===== config.mk =====
export PLATFORM = sky130hd
export DESIGN_NAME = learn_seq_ctrl
export DESIGN_NICKNAME = d
export VERILOG_FILES = /design/src/rtl/learn_seq_ctrl.sv
export SDC_FILE = /design/constraint.sdc
export NUM_CORES = 1
export LEC_CHECK = 0
export CAP_MARGIN = 20
export CORE_ASPECT_RATIO = 0.9
export CORE_UTILIZATION = 49
export DETAILED_ROUTE_END_ITERATION = 6
export PLACE_DENSITY = 0.83
export SKIP_LAST_GASP = 1
export SLEW_MARGIN = 0
export SYNTH_ARGS = -nofsm -noshare
export SYNTH_HDL_FRONTEND = slang
export SYNTH_SLANG_ARGS = --single-unit

===== constraint.sdc =====
create_clock -name clk -period 1.8 [get_ports clk]
set_input_delay 0.36 -clock clk [delete_from_list [all_inputs] [get_ports clk]]
set_output_delay 0.36 -clock clk [all_outputs]
set_load 0.05 [all_outputs]

===== src/rtl/learn_seq_ctrl.sv =====
// Learn-mode sequencer: walks the song ROM, debounces the player's key and
// scores each note as hit or miss, counting misses per song.
module learn_seq_ctrl #(
    parameter int ADDR_W     = 5,
    parameter int DEB_CYCLES = 20,
    parameter int TIMEOUT    = 1000,
    parameter int ERR_W      = 8
) (
    input  logic              clk,
    input  logic              rst_n,
    input  logic              start,
    input  logic              abort,
    input  logic [3:0]        note_in,
    output logic [ADDR_W-1:0] rom_addr,
    input  logic [3:0]        rom_note,
    output logic [3:0]        expected_note,
    output logic              busy,
    output logic              hit,
    output logic              miss,
    output logic              done,
    output logic [ERR_W-1:0]  err_cnt
);

    localparam int DEB_W = (DEB_CYCLES > 2) ? $clog2(DEB_CYCLES) : 1;
    localparam int TO_W  = (TIMEOUT > 2) ? $clog2(TIMEOUT) : 1;

    typedef enum logic [2:0] {
        S_IDLE, S_FETCH_A, S_FETCH_D, S_WAIT_REL, S_WAIT_KEY, S_ADVANCE, S_DONE
    } state_t;

    state_t            state_q, state_d;
    logic [ADDR_W-1:0] addr_q, addr_d;
    logic [3:0]        exp_q, exp_d;
    logic [3:0]        prev_q;
    logic [DEB_W-1:0]  deb_q, deb_d;
    logic [TO_W-1:0]   to_q, to_d;
    logic [ERR_W-1:0]  err_q, err_d, err_inc;
    logic              busy_q, busy_d;
    logic              hit_q, hit_d, miss_q, miss_d, done_q, done_d;
    logic              stable;

    // deb_q counts repeats of prev_q; it parks at the threshold, so "stable"
    // means prev_q has been sampled DEB_CYCLES times in a row.
    assign stable  = (deb_q == DEB_W'(DEB_CYCLES - 1));
    assign deb_d   = (note_in != prev_q) ? '0 : (stable ? deb_q : deb_q + 1'b1);
    assign err_inc = (err_q == '1) ? err_q : err_q + 1'b1;

    always_comb begin
        state_d = state_q;
        addr_d  = addr_q;
        exp_d   = exp_q;
        busy_d  = busy_q;
        err_d   = err_q;
        to_d    = to_q;
        hit_d   = 1'b0;
        miss_d  = 1'b0;
        done_d  = 1'b0;
        case (state_q)
            S_IDLE: begin
                if (start && !abort) begin
                    state_d = S_FETCH_A;
                    addr_d  = '0;
                    err_d   = '0;
                    busy_d  = 1'b1;
                end
            end
            S_FETCH_A: state_d = S_FETCH_D;
            S_FETCH_D: begin
                // codes 8..15 are not playable notes, so they end the song
                if (rom_note != 4'd0 && !rom_note[3]) begin
                    exp_d   = rom_note;
                    state_d = S_WAIT_REL;
                end else begin
                    state_d = S_DONE;
                end
            end
            S_WAIT_REL: begin
                if (stable && prev_q == 4'd0) begin
                    to_d    = '0;
                    state_d = S_WAIT_KEY;
                end
            end
            S_WAIT_KEY: begin
                to_d = to_q + 1'b1;
                if (stable && prev_q != 4'd0) begin
                    if (prev_q == exp_q) begin
                        hit_d   = 1'b1;
                        addr_d  = addr_q + 1'b1;
                        state_d = S_ADVANCE;
                    end else begin
                        miss_d  = 1'b1;
                        err_d   = err_inc;
                        state_d = S_WAIT_REL;
                    end
                end else if (to_q == TO_W'(TIMEOUT - 1)) begin
                    miss_d  = 1'b1;
                    err_d   = err_inc;
                    addr_d  = addr_q + 1'b1;
                    state_d = S_ADVANCE;
                end
            end
            S_ADVANCE: state_d = (addr_q == '0) ? S_DONE : S_FETCH_A;
            S_DONE: begin
                done_d  = 1'b1;
                busy_d  = 1'b0;
                exp_d   = 4'd0;
                state_d = S_IDLE;
            end
            default: state_d = S_IDLE;
        endcase
        if (abort && state_q != S_IDLE) begin
            state_d = S_IDLE;
            busy_d  = 1'b0;
            exp_d   = 4'd0;
            addr_d  = addr_q;
            err_d   = err_q;
            hit_d   = 1'b0;
            miss_d  = 1'b0;
            done_d  = 1'b0;
        end
    end

    always_ff @(posedge clk or negedge rst_n) begin
        if (!rst_n) begin
            state_q <= S_IDLE;
            addr_q  <= '0;
            exp_q   <= '0;
            prev_q  <= '0;
            deb_q   <= '0;
            to_q    <= '0;
            err_q   <= '0;
            busy_q  <= 1'b0;
            hit_q   <= 1'b0;
            miss_q  <= 1'b0;
            done_q  <= 1'b0;
        end else begin
            state_q <= state_d;
            addr_q  <= addr_d;
            exp_q   <= exp_d;
            prev_q  <= note_in;
            deb_q   <= deb_d;
            to_q    <= to_d;
            err_q   <= err_d;
            busy_q  <= busy_d;
            hit_q   <= hit_d;
            miss_q  <= miss_d;
            done_q  <= done_d;
        end
    end

    assign rom_addr      = addr_q;
    assign expected_note = exp_q;
    assign busy          = busy_q;
    assign hit           = hit_q;
    assign miss          = miss_q;
    assign done          = done_q;
    assign err_cnt       = err_q;

endmodule


==> flow_metrics.tcl, run 1 <==
set metrics [dict create \
    syn_to_final_growth_pct 39.7 \
    wl_mm 6.06 \
    path_cells "ha_2, and4bb_2, nand2_4, a31o_4, or4_1, a21oi_1" \
    tns_ps -447 \
    worstPathArrival_ps 2190 \
    antenna_found_initial 0 \
    tightestPinTransition_ps 447 \
    holdWs_ps 497 \
    cts_made_buffers 5 \
    dpl.hpwl_mm 4.18 \
    port_buffers 32 \
    grt_usage_pct 25.7 \
    synth_top_family_by_area "simple AND/OR/NAND/NOR gates" \
    p_clk_share_pct 21.9 \
    rsz0062_at_grt "true" \
    die_area_mm2 0.00501 \
    via_per_inst 5.67 \
    stdcell_count 390 \
    hold_viol 0 \
    cts_max_path_buffers 2 \
    avgRoutedWirePerCell_um 15.5 \
    h-tree-depth 2 \
    ys_ff_latch 43 \
    synth-compound-area-share_pct 12.8 \
    failed_checks "setup timing" \
    ant_nets 0 \
    fin_skew_ps 5.78 \
    p_int_mw 1.92 \
    synth_edf_count 0 \
    timing.fmax_mhz 509 \
    coreArea_mm2 0.00449 \
    slowest_delay_ps 500 \
    root_buffer "clkbuf_8" \
    min_path_type "flop to flop" \
    p_sw_share_pct 37.6 \
    path_clk_slew_ps 80 \
    critPathMaxFanout 10 \
    grt_max_degree 27 \
    globalplace.congestion 0.900 \
    synthFlopType "dfrtp_1" \
    async_flop_share_pct 100 \
    p_comb_share_pct 40.0 \
    run_status "finished with violations" \
    synth_xor_area_share_pct 4.15 \
    period_share_pct 109 \
    setup_slack_ps -165 \
    switchingPower_mw 1.16 \
    synth-seq-area-share_pct 46.4 \
    drc_errors 0 \
    syn_area_mm2 0.00232 \
    crit_family "simple AND/OR/NAND/NOR gates" \
    criticalPathCategory "flop to flop" \
    num_rows 23 \
    yosys_warnings 0 \
    io_pins 33 \
    power.leakage_nw 1.49 \
    synthDistinctLibCells 47 \
    synthCells 250 \
    setup_violations 9 \
    cts_tree "built" \
    cap_viol_max_count 0 \
    synth.area.mux_share_pct 4.37 \
    clkLatencyLatePin_ps 300 \
    finalCriticalPeriod_ps 1960 \
    syn-num-nets 267 \
    drtIter0Drc 192 \
    critPathSlowestCell "or4_1" \
    finalNetCount 344 \
    grt_pass1_wl_mm 9.50 \
    synth_fa_ha_area_share_pct 2.70 \
    relSlewSlack_pct 70.2 \
    avgSynthCellArea_um2 9.28 \
    worst_setup_path_end_kind "flop" \
    vias 2212 \
    grt_pass1_vias 2035 \
    worstPathBufferInverterCount 0 \
    maxSlewViolCount 0 \
    cp.required_ps 2020 \
    seqPwrFrac_pct 38.1 \
    drive_above_1_share_pct 33.5 \
    nFillCells 316 \
    cp-start-kind "flop" \
    cts_num_sinks 43 \
    globalRouteOverflowTotal 0 \
    p_total_mw 3.08 \
    ir_worst_vdd_mv 1.04 \
    die_x_um 74.5 \
    start_util_pct 51.7 \
    power.density_mw_per_mm2 951 \
    pre_cts_slack_ps -386 \
    die_h_um 67.3 \
    firstDrtPassIters 4 \
    dp.cells 373 \
    diodes 0 \
    synthSimpleGateAreaFrac_pct 27.4 \
]
-- kinds of logic after synthesis --
group                      after synthesis
AOI/OAI and AO/OA                       48
and+or+nand+nor                        120
xor gates and xnor gates                11
muxes                                   10
DFF                                     43
buffers and inverters                   13
adders and majority gates                5
-- metrics by stage --
step,utilization [%],instance area (µm²)
after CTS,69.8,3130
after global placement,65.1,2920
after global routing,72.2,3240
final,72.2,3240
after detailed placement,65.1,2920
after floorplan,-,2330
-- power groups by stage --
stage,registers [mW],clock network [mW],logic (mW)
floorplan,1.36,0,0.507
global placement,1.17,0,1.05
detailed placement,1.18,0,1.09
CTS,1.16,0.686,1.15
global route,1.19,0.737,1.33
finish,1.17,0.675,1.23
-- flip-flops by register name, indices dropped and copies added (netlist names) --
| name | cells |
|---|---|
| busy | 1 |
| deb_q | 5 |
| done | 1 |
| err_cnt | 8 |
| expected_note | 4 |
| hit | 1 |
| miss | 1 |
| prev_q | 4 |
| rom_addr | 5 |
| state_q | 3 |
| to_q | 10 |
-- metal layers --
metal / vias to the layer above / GRT usage [%] / part of all wire, %
met1: 1052 / 34.7 / 44
met4: 0 / 11.3 / 1.8
met5: - / 0 / 0
li1: 1059 / - / -
met2: 90 / 39.8 / 49
met3: 11 / 5.67 / 5.2
-- synthesized netlist by cell type, types with 3 or more instances --
master	number	area, µm²
nor2_1	24	90.1
a31oi_1	3	18.8
nand3_1	14	70.1
o21ai_0	21	105
clkbuf_1	5	18.8
nor4_1	5	31.3
nand2b_1	6	37.5
nand4_1	6	37.5
nand2_1	34	128
o31ai_1	4	30.0
ha_1	5	62.6
nor3_1	4	20.0
a21oi_1	8	40.0
inv_1	6	22.5
mux2i_1	9	90.1
xnor2_1	10	87.6
and4_1	3	26.3
dfrtp_1	43	1080
and3_1	4	25.0
-- timing repair --
item	CTS	global route
hold endpoints to repair	1	0
pin swaps	9	7
gates resized for setup	20	19
setup endpoints to repair	19	23
buffers inserted	3	5
hold buffers	1	0
-- final timing paths --
path / end / slack [ps] / from / cells after the start
setup / recovery: err_cnt[2]$_DFFE_PN0P_ / -160 / deb_q[1]$_DFFE_PN0P_ / 6
hold / removal: to_q[9]$_DFFE_PN0P_ / 500 / to_q[9]$_DFFE_PN0P_ / 1
setup reg to reg: err_cnt[2]$_DFFE_PN0P_ / -160 / deb_q[1]$_DFFE_PN0P_ / 6
max in group asynchronous: err_cnt[0]$_DFFE_PN0P_ / 780 / rst_n / 3
hold reg to reg: to_q[9]$_DFFE_PN0P_ / 500 / to_q[9]$_DFFE_PN0P_ / 1
min in group asynchronous: err_cnt[5]$_DFFE_PN0P_ / 530 / rst_n / 2
-- area by class of cell --
class	instances	area, µm²	area share [%]
Multi-Input combinational cell	194	1330	41.1
Sequential cell	43	1080	33.4
Timing Repair Buffer	77	627	19.3
Clock buffer	8	100	3.09
Tap cell	62	77.6	2.39
Inverter	6	22.5	0.695
-- cell usage in the layout (no fill, tap or decap), types with 7 or more instances in the layout --
| cell | count |
|---|---|
| clkbuf_8 | 7 |
| nor2_1 | 23 |
| buf_4 | 62 |
| dfrtp_1 | 39 |
| a21oi_1 | 8 |
| mux2i_1 | 9 |
| nand3_1 | 14 |
| xnor2_1 | 9 |
| nand2_1 | 32 |
| o21ai_0 | 13 |
| clkdlybuf4s50_1 | 10 |
Note: power is estimated with default switching activity, not from simulation.
==> run 2, diff against run 1 <==
--- a/config.mk
+++ b/config.mk
@@ -7,6 +7,7 @@
 export LEC_CHECK = 0
 export CAP_MARGIN = 20
 export CORE_ASPECT_RATIO = 0.9
+export CORE_MARGIN = 2
 export CORE_UTILIZATION = 49
 export DETAILED_ROUTE_END_ITERATION = 6
 export PLACE_DENSITY = 0.83
==> run 2 against run 1 <==
Global-route usage down 2.3 points; sequential cell count is the same; critical path depth fell by 1; register-to-register slack about the same; design area is 1.4% lower; first-iteration DRC count rose by 13%; non-clock buffer count down 4; the flow still finishes with violations (setup timing); worst hold slack got worse by 490 ps; sequential power about the same; total power grew 6.1%.
==> flow_metrics.tcl, run 2 (synthesis gave the netlist of run 1 again) <==
set metrics [dict create \
    cp-start-kind "flop" \
    ant_nets 0 \
    syn_to_final_growth_pct 37.8 \
    cts_made_buffers 5 \
    worst_setup_path_end_kind "flop" \
    top_register "to_q" \
    critPathSlowestCell "dfrtp_1" \
    path_clk_slew_ps 90 \
    switchingPower_mw 1.17 \
    critPathMaxFanout 6 \
    setup_violations 12 \
    grt_max_degree 24 \
    h-tree-depth 2 \
    wl_mm 6.24 \
    globalRouteOverflowTotal 0 \
    drtIter0Drc 216 \
    pre_cts_slack_ps -323 \
    root_buffer "clkbuf_8" \
    p_total_mw 3.27 \
    avgRoutedWirePerCell_um 16.1 \
    run_status "finished with violations" \
    min_path_type "input pin to async pin" \
    start_util_pct 51.3 \
    timing.fmax_mhz 513 \
    path_cells "nor3_2, o21ai_0, a31o_4, or4_1, a21oi_1" \
    grt_usage_pct 23.4 \
    drive_above_1_share_pct 31.7 \
    cts_max_path_buffers 2 \
    period_share_pct 108 \
    final_cell_mix "61 x buf_4, 39 x dfrtp_1, 33 x nand2_1" \
    tns_ps -755 \
    via_per_inst 5.69 \
    globalplace.congestion 0.881 \
    fin_skew_ps 5.76 \
    p_sw_share_pct 35.8 \
    maxSlewViolCount 0 \
    grt_pass1_wl_mm 10.1 \
    antenna_found_initial 0 \
    hold_viol 0 \
    cts_num_sinks 43 \
    cap_viol_max_count 0 \
    relSlewSlack_pct 61.2 \
    diodes 0 \
    p_clk_share_pct 27.9 \
    p_comb_share_pct 35.7 \
    criticalPathCategory "flop to flop" \
    slowest_delay_ps 470 \
    seqPwrFrac_pct 36.4 \
    cts_tree "built" \
    cp.required_ps 2040 \
    power.leakage_nw 1.46 \
    failed_checks "setup timing" \
    clkLatencyLatePin_ps 300 \
    nFillCells 335 \
    setup_slack_ps -150 \
    ir_worst_vdd_mv 1.12 \
    finalCriticalPeriod_ps 1950 \
    die_x_um 76.5 \
    hold_buffers 0 \
    final_common_cell "buf_4" \
    tightestPinTransition_ps 576 \
    p_int_mw 2.10 \
    grt_pass1_vias 2166 \
    num_rows 23 \
    die_area_mm2 0.00530 \
    worstPathArrival_ps 2190 \
    port_buffers 32 \
    coreArea_mm2 0.00452 \
    io_pins 33 \
    largest_reg_flops 10 \
    finalNetCount 341 \
    vias 2201 \
    dpl.hpwl_mm 4.18 \
    rsz0062_at_grt "true" \
    die_h_um 69.3 \
    drc_errors 0 \
    power.density_mw_per_mm2 1020 \
    firstDrtPassIters 5 \
]
## run 2: cell count changes in the layout (fill, tap and decap cells not counted), sizes merged
cell and change:
bufinv +2, buf -3, clkbuf -2, a31o +1
dlygate4sd3 -1
## run 2: stage by stage
| stage | area (µm²) | hold slack, ps | cells | utilization (%) |
|---|---|---|---|---|
| final | 3200 | 3.45 | 387 | 70.7 |
| after global routing | 3200 | 36.6 | 387 | 70.7 |
| after CTS | 3120 | 21.6 | 386 | 69.1 |
| after detailed placement | 2940 | 348 | 375 | 65.0 |
| after global placement | 2940 | 342 | 375 | 65.0 |
| after floorplan | 2330 | 64.4 | 250 | - |
## run 2: worst max-delay path, delay by kind of cell (launching register included)
kind               cells  cell delay (ps)
AOI/OAI and AO/OA      3              700
DFF                    1              470
and+or+nand+nor        2              710
## run 2: routing by layer
| metal | track usage, % | vias up | routed length, µm |
|---|---|---|---|
| met2 | 37.0 | 86 | 3000 |
| met3 | 3.65 | 17 | 297 |
| met4 | 10.3 | 0 | 173 |
| li1 | - | 1051 | - |
| met1 | 32.0 | 1047 | 2770 |
| met5 | 0 | - | 0 |
## run 2: layout make-up
type                            instances  area [µm²]  area share, %
Sequential cell                        43        1080           33.8
Clock inverter                          2        60.1           1.88
Tap cell                               62        77.6           2.43
Multi-Input combinational cell        195        1300           40.6
Clock buffer                            6        72.6           2.27
Inverter                                6        22.5          0.705
Timing Repair Buffer                   73         583           18.2
## run 2: power groups by stage
| stage | registers [mW] | logic (mW) | clock network [mW] |
|---|---|---|---|
| after global placement | 1.19 | 1.04 | 0 |
| after CTS | 1.18 | 1.10 | 0.906 |
| after detailed placement | 1.19 | 1.07 | 0 |
| after floorplan | 1.36 | 0.507 | 0 |
| after global routing | 1.20 | 1.26 | 0.955 |
| final | 1.19 | 1.17 | 0.911 |
## run 2: final timing paths
kind / cells after the start / startpoint / to / slack, ps
worst min-delay path: 1 / rst_n / err_cnt[7]$_DFFE_PN0P_ / 3
min in group clk: 1 / to_q[9]$_DFFE_PN0P_ / to_q[9]$_DFFE_PN0P_ / 510
worst min register to register: 1 / to_q[9]$_DFFE_PN0P_ / to_q[9]$_DFFE_PN0P_ / 510
max in group asynchronous: 2 / rst_n / err_cnt[0]$_DFFE_PN0P_ / 1300
worst max register to register: 5 / state_q[0]$_DFFE_PN0P_ / err_cnt[2]$_DFFE_PN0P_ / -150
worst max-delay path: 5 / state_q[0]$_DFFE_PN0P_ / err_cnt[2]$_DFFE_PN0P_ / -150
## run 2: repair_timing
action	in CTS	in global routing
gates resized for setup	4	16
buffers inserted	2	1
pin swaps	2	3
endpoints found under the setup margin	15	25
gates cloned	1	0
